$ cat config.mk
export PLATFORM = sky130hd
export DESIGN_NAME = ext_int_pcint2_ctrl
export DESIGN_NICKNAME = d
export VERILOG_FILES = /design/src/rtl/ext_int_pkg.sv /design/src/rtl/ext_int_edge_det.sv /design/src/rtl/ext_int_pcint2_ctrl.sv
export SDC_FILE = /design/constraint.sdc
export NUM_CORES = 1
export LEC_CHECK = 0
export CORE_UTILIZATION = 46
export CTS_BUF_LIST = sky130_fd_sc_hd__clkbuf_4 sky130_fd_sc_hd__clkbuf_8
export CTS_CLUSTER_SIZE = 14
export DETAILED_ROUTE_END_ITERATION = 8
export GPL_ROUTABILITY_DRIVEN = 0
export MAX_ROUTING_LAYER = met4
export PLACE_DENSITY_LB_ADDON = 0.12
export SETUP_SLACK_MARGIN = 0.1
export SKIP_CTS_REPAIR_TIMING = 1
export SLEW_MARGIN = 10
export SYNTH_ARGS = -nofsm -noshare
export SYNTH_HDL_FRONTEND = slang
export SYNTH_SLANG_ARGS = --single-unit
$ cat constraint.sdc
create_clock -name cp2 -period 2.25 [get_ports cp2]
set_input_delay 0.45 -clock cp2 [delete_from_list [all_inputs] [get_ports cp2]]
set_output_delay 0.45 -clock cp2 [all_outputs]
set_load 0.05 [all_outputs]
$ cat src/rtl/ext_int_pkg.sv
`default_nettype none
// ============================================================================
// Module      : ext_int_pkg
// Description : Shared constants for the Port D external / pin-change
//               interrupt controller: sense-control encodings and default
//               register addresses.
// Revision    : 1.0 - initial release
// ============================================================================
package ext_int_pkg;

  // Interrupt sense control (ISCn1:0) encodings
  localparam logic [1:0] ISC_LOW  = 2'b00;
  localparam logic [1:0] ISC_ANY  = 2'b01;
  localparam logic [1:0] ISC_FALL = 2'b10;
  localparam logic [1:0] ISC_RISE = 2'b11;

  // Default register addresses (I/O space and extended data space)
  localparam logic [5:0] DEF_EIFR_ADR   = 6'h1C;
  localparam logic [5:0] DEF_EIMSK_ADR  = 6'h1D;
  localparam logic [5:0] DEF_PCIFR_ADR  = 6'h1B;
  localparam logic [7:0] DEF_EICRA_ADR  = 8'h69;
  localparam logic [7:0] DEF_PCICR_ADR  = 8'h68;
  localparam logic [7:0] DEF_PCMSK2_ADR = 8'h6D;

endpackage
`default_nettype wire

$ cat src/rtl/ext_int_edge_det.sv
`default_nettype none
// ============================================================================
// Module      : ext_int_edge_det
// Description : One external interrupt channel (INT0 or INT1). Selects the
//               sensed event from the sense-control field, keeps the INTFn
//               flag and produces the masked interrupt request.
// Revision    : 1.0 - initial release
// ============================================================================
module ext_int_edge_det
  import ext_int_pkg::*;
(
  input  logic       clk,
  input  logic       rst,
  input  logic       pin,
  input  logic       prev,
  input  logic [1:0] isc,
  input  logic       mask,
  input  logic       clr,
  output logic       flag,
  output logic       irq
);

  logic r_flag;
  logic w_set;

  // Select which pin transition sets the flag; level mode never sets it
  always_comb begin
    w_set = 1'b0;
    case (isc)
      ISC_ANY:  w_set = pin ^ prev;
      ISC_FALL: w_set = ~pin & prev;
      ISC_RISE: w_set = pin & ~prev;
      default:  w_set = 1'b0;
    endcase
  end

  // Flag register: a new event beats a concurrent clear so nothing is lost
  always_ff @(posedge clk) begin
    if (rst) begin
      r_flag <= 1'b0;
    end else if (w_set) begin
      r_flag <= 1'b1;
    end else if (clr) begin
      r_flag <= 1'b0;
    end
  end

  assign flag = r_flag;
  // Level mode requests straight from the pin; edge modes from the flag
  assign irq  = (isc == ISC_LOW) ? (~pin & mask) : (r_flag & mask);

endmodule
`default_nettype wire

$ cat src/rtl/ext_int_pcint2_ctrl.sv
`default_nettype none
// ============================================================================
// Module      : ext_int_pcint2_ctrl
// Description : External interrupt (INT0/INT1) and pin-change interrupt
//               (PCINT[23:16]) controller for Port D. Holds EICRA, EIMSK,
//               EIFR, PCICR, PCIFR and PCMSK2, raises IRQs to the core and
//               returns enable/mask bits to Port D.
// Revision    : 1.0 - initial release
// ============================================================================
module ext_int_pcint2_ctrl
  import ext_int_pkg::*;
#(
  parameter logic [5:0] EIFR_ADR   = DEF_EIFR_ADR,
  parameter logic [5:0] EIMSK_ADR  = DEF_EIMSK_ADR,
  parameter logic [5:0] PCIFR_ADR  = DEF_PCIFR_ADR,
  parameter logic [7:0] EICRA_ADR  = DEF_EICRA_ADR,
  parameter logic [7:0] PCICR_ADR  = DEF_PCICR_ADR,
  parameter logic [7:0] PCMSK2_ADR = DEF_PCMSK2_ADR
) (
  input  logic       cp2,
  input  logic       ireset,
  input  logic [5:0] IO_Addr,
  input  logic       iore,
  input  logic       iowe,
  input  logic [7:0] ram_Addr,
  input  logic       ramre,
  input  logic       ramwe,
  input  logic [7:0] dbus_in,
  output logic [7:0] dbus_out,
  output logic       out_en,
  input  logic [7:0] DID_i,
  input  logic       int0_ack,
  input  logic       int1_ack,
  input  logic       pcint2_ack,
  output logic       int0_irq,
  output logic       int1_irq,
  output logic       pcint2_irq,
  output logic       INT0_EN,
  output logic       INT1_EN,
  output logic       PCIE2,
  output logic [7:0] PCINT
);

  logic [3:0] r_eicra;
  logic [1:0] r_eimsk;
  logic       r_pcie2;
  logic       r_pcif2;
  logic [7:0] r_pcmsk2;
  logic [7:0] r_prev_did;

  logic       w_intf0;
  logic       w_intf1;
  logic       w_wr_eifr;
  logic       w_wr_pcifr;
  logic       w_clr_int0;
  logic       w_clr_int1;
  logic       w_clr_pcif2;
  logic       w_pc_set;

  assign w_wr_eifr   = iowe && (IO_Addr == EIFR_ADR);
  assign w_wr_pcifr  = iowe && (IO_Addr == PCIFR_ADR);
  assign w_clr_int0  = (w_wr_eifr && dbus_in[0]) || int0_ack;
  assign w_clr_int1  = (w_wr_eifr && dbus_in[1]) || int1_ack;
  assign w_clr_pcif2 = (w_wr_pcifr && dbus_in[2]) || pcint2_ack;
  assign w_pc_set    = |((DID_i ^ r_prev_did) & r_pcmsk2);

  // Control registers; only implemented bits are stored
  always_ff @(posedge cp2) begin
    if (ireset) begin
      r_eicra  <= 4'h0;
      r_eimsk  <= 2'b00;
      r_pcie2  <= 1'b0;
      r_pcmsk2 <= 8'h00;
    end else begin
      if (iowe && (IO_Addr == EIMSK_ADR))   r_eimsk  <= dbus_in[1:0];
      if (ramwe && (ram_Addr == EICRA_ADR))  r_eicra  <= dbus_in[3:0];
      if (ramwe && (ram_Addr == PCICR_ADR))  r_pcie2  <= dbus_in[2];
      if (ramwe && (ram_Addr == PCMSK2_ADR)) r_pcmsk2 <= dbus_in;
    end
  end

  // Previous pin sample; loaded during reset so no edge is seen right after
  always_ff @(posedge cp2) begin
    r_prev_did <= DID_i;
  end

  // Pin-change flag: any masked pin toggle sets it, set beats clear
  always_ff @(posedge cp2) begin
    if (ireset) begin
      r_pcif2 <= 1'b0;
    end else if (w_pc_set) begin
      r_pcif2 <= 1'b1;
    end else if (w_clr_pcif2) begin
      r_pcif2 <= 1'b0;
    end
  end

  ext_int_edge_det u_int0 (
    .clk  (cp2),
    .rst  (ireset),
    .pin  (DID_i[2]),
    .prev (r_prev_did[2]),
    .isc  (r_eicra[1:0]),
    .mask (r_eimsk[0]),
    .clr  (w_clr_int0),
    .flag (w_intf0),
    .irq  (int0_irq)
  );

  ext_int_edge_det u_int1 (
    .clk  (cp2),
    .rst  (ireset),
    .pin  (DID_i[3]),
    .prev (r_prev_did[3]),
    .isc  (r_eicra[3:2]),
    .mask (r_eimsk[1]),
    .clr  (w_clr_int1),
    .flag (w_intf1),
    .irq  (int1_irq)
  );

  assign pcint2_irq = r_pcif2 & r_pcie2;
  assign INT0_EN    = r_eimsk[0];
  assign INT1_EN    = r_eimsk[1];
  assign PCIE2      = r_pcie2;
  assign PCINT      = r_pcmsk2;

  // Read mux: I/O-space hits take priority over data-space hits
  always_comb begin
    dbus_out = 8'h00;
    out_en   = 1'b0;
    if (iore && (IO_Addr == EIFR_ADR)) begin
      dbus_out = {6'b0, w_intf1, w_intf0};
      out_en   = 1'b1;
    end else if (iore && (IO_Addr == EIMSK_ADR)) begin
      dbus_out = {6'b0, r_eimsk};
      out_en   = 1'b1;
    end else if (iore && (IO_Addr == PCIFR_ADR)) begin
      dbus_out = {5'b0, r_pcif2, 2'b0};
      out_en   = 1'b1;
    end else if (ramre && (ram_Addr == EICRA_ADR)) begin
      dbus_out = {4'b0, r_eicra};
      out_en   = 1'b1;
    end else if (ramre && (ram_Addr == PCICR_ADR)) begin
      dbus_out = {5'b0, r_pcie2, 2'b0};
      out_en   = 1'b1;
    end else if (ramre && (ram_Addr == PCMSK2_ADR)) begin
      dbus_out = r_pcmsk2;
      out_en   = 1'b1;
    end
  end

endmodule
`default_nettype wire

==> out/qor.csv <==
stage;metric;value;unit
outcome;outcome;finished, violations left;
outcome;violations;DRC;
worst_hold_path;min-delay-start;u_int0.flag$_SDFFE_PP0P_;
cells_and_area;areaGrowthSynthToFinish;74.3;%
place;dp_cells;253;
global_routing;antenna_found_initial;0;
sta;setup_tns;0;ns
floorplan;num_io_pins;62;
synth;synth_edf_count;0;
floorplan;rows;19;
floorplan;die_area;3240;um^2
clock_tree;clk_pin_slew_worst_paths;0.15;ns
global_routing;grt_pass1_wl;6.67;mm
synth;async_flop_share;0;%
setup_path;cp_cell_sequence;dlymetal6s2s_1, nand4bb_4, nor3_4, buf_6, nand4_1, a21oi_2, buf_12;
setup_path;rr_worst_depth;4;
synth;synth_area;1390;um^2
synth;avgSynthCellArea;9.20;um^2
floorplan;die-width;56.9;um
synth;synth_cell_types;34;
run;cap_violations;0;
detailed_routing;detail-route-antenna-nets;0;
place;dp.final_hpwl;3.24;mm
synth;synth-compound-area-share;9.55;%
setup_path;required;1.80;ns
detailed_routing;dr.pass1.iters;6;
floorplan;core_area;2810;um^2
cells_and_area;stdcell_count;259;
detailed_routing;drc_errors;8;
detailed_routing;avgRoutedWirePerCell;18.0;um
synth;synth_top_family_by_area;simple AND/OR/NAND/NOR gates;
synth;synthMuxAreaShare;14.8;%
synth;synth_xor_area_share;4.41;%
synth;synth-seq-cells;26;
detailed_routing;routed_wl;4.66;mm
clock_tree;insertion_delay;0.33;ns
sta;relSlewSlack;57.7;%
detailed_routing;vias_per_cell;5.68;
cells_and_area;final.fill_count;159;
sta;fin_crit;2.11;ns
clock_tree;cts_buffers;3;
power;leakage;1.13;nW
cells_and_area;ff_latch_area;520;um^2
synth;ys_top_cells_by_count;26 x dfxtp_1, 19 x nor2_1, 16 x mux2i_1;
setup_path;arrival;1.66;ns
clock_tree;cts_sinks;26;
floorplan;start_util;49.5;%
setup_path;reg2reg_from;r_prev_did[2]$_DFF_P_;
clock_tree;cts_root_buffer;clkbuf_4;
global_routing;grtUsageTotal;27.6;%
sta;final.setup.worst_slack;0.142;ns
cells_and_area;final_net_count;272;
place;post-place-ws;-0.242;ns
sta;timing.final.crit_share;93.7;%
sta;setup_viol;0;
setup_path;cp-startpoint;ram_Addr[1];
synth;yosys.area.top_type;dfxtp_1;
worst_hold_path;hold_class;flop to flop;
synth;synth.most_common_cell;dfxtp_1;
power;irDropWorstVdd;0.527;mV
global_routing;grt_pass1_vias;1492;
synth;synthAdderAreaFrac;3.60;%
sta;finalHoldViolCount;0;
clock_tree;cts_max_level;1;
synth;yosys_warnings;0;
power;power_density;362;nW/um^2
synth;synthTopCellsByArea;dfxtp_1 37%, mux2i_1 12%, nor2_1 5.1%;
setup_path;worstSetupPathType;input pin to output port;
setup_path;crit_end;dbus_out[0];
setup_path;cp-start-kind;input pin;
synth;ys_seq_area_share;37.5;%
place;portBuffers;61;
global_routing;grt_max_degree;19;
sta;fmaxAchievable;474;MHz
detailed_routing;via_count;1472;
cells_and_area;multi_input_area;888;um^2
sta;finClkSkew;0.00753;ns
floorplan;die_y;56.9;um
detailed_routing;drtIter0Drc;70;
synth;synth_ff_type;dfxtp_1;
setup_path;end_kind;output port;
synth;syn_inst;151;
setup_path;cpPeakStageDelay;0.25;ns
setup_path;cp_max_fo;5;
sta;maxSlewViolCount;0;
setup_path;crit_path_top_delay_cell;nand4bb_4;
synth;syn-num-nets;194;
synth;yosysTopAreaCellShare;37.5;%
setup_path;r2r_end;r_pcif2$_SDFFE_PP0P_;
clock_tree;tritoncts;done;
global_routing;grt_overflow;0;
cells_and_area;drive_gt1_share;24.6;%
cells_and_area;antennaDiodeCount;0;
sta;rsz0062_at_grt;no;
synth;yosys.area_share.simple;26.5;%
clock_tree;clockBufferDepth;2;
sta;tightest_slew;0.632;ns
setup_path;ff2ff_setup_slack;0.88;ns
cell usage in the layout, fill, tap and decap left out, types with 7 or more instances in the layout:
cell / count
buf_12: 12
buf_4: 13
clkdlybuf4s50_1: 33
dfxtp_1: 26
dlymetal6s2s_1: 17
inv_1: 8
mux2i_1: 16
nand2_1: 8
nor2_1: 19
xor2_1: 7
registers in the layout (all words and copies together) (netlist names):
signal	count
PCINT	8
r_prev_did	8
r_eicra	4
r_eimsk	2
PCIE2	1
r_pcif2	1
u_int0.flag	1
u_int1.flag	1
final cells by class:
| class | instances | share of cell area (%) |
|---|---|---|
| flip-flops and latches | 26 | 21.5 |
| inverters | 9 | 1.40 |
| repair buffers | 77 | 37.3 |
| multi-input cells | 112 | 36.7 |
| well taps | 31 | 1.60 |
| clock buffers | 4 | 1.50 |
how the worst min path moves through the flow:
stage                                     to  slack [ns]  depth (start not counted)
finish              u_int0.flag$_SDFFE_PP0P_        0.56                          2
global route        u_int1.flag$_SDFFE_PP0P_        0.56                          2
CTS                 u_int1.flag$_SDFFE_PP0P_        0.55                          2
detailed placement  u_int1.flag$_SDFFE_PP0P_        0.52                          2
global placement    u_int0.flag$_SDFFE_PP0P_        0.51                          2
floorplan           u_int0.flag$_SDFFE_PP0P_        0.48                          2
routing by layer:
metal  track usage [%]  up-vias  wire length, um
met1              30.9      705             1850
met2              47.2       66             2410
met5                 -        -                0
li1                  -      691                -
met3              3.85       10              283
met4              15.3        0              112
kinds of logic after synthesis:
logic type,count (synthesis)
AOI/OAI and AO/OA,20
xor gates and xnor gates,7
adders and majority gates,4
buffers and inverters,13
DFF,26
muxes,20
and+or+nand+nor,61
power by group:
group	switching [mW]	internal (mW)
registers	0.00442	0.469
clock network	0.145	0.0992
logic	0.0686	0.0909
critical path, delay by kind of cell:
kind / cells / cell delay [ns]
buf+inv: 3 / 0.44
simple gates: 3 / 0.55
compound gates: 1 / 0.23
stage by stage:
step                hold slack [ns]  utilization, %  area, um^2  power (mW)
floorplan                     0.477               -        1400       0.530
global placement              0.511            80.6        2260       0.624
detailed placement            0.525            80.6        2260       0.630
CTS                           0.547            81.8        2300       0.862
global route                  0.565            86.3        2420       0.904
finish                        0.557            86.3        2420       0.876
Note: power is estimated with default switching activity, not from simulation.
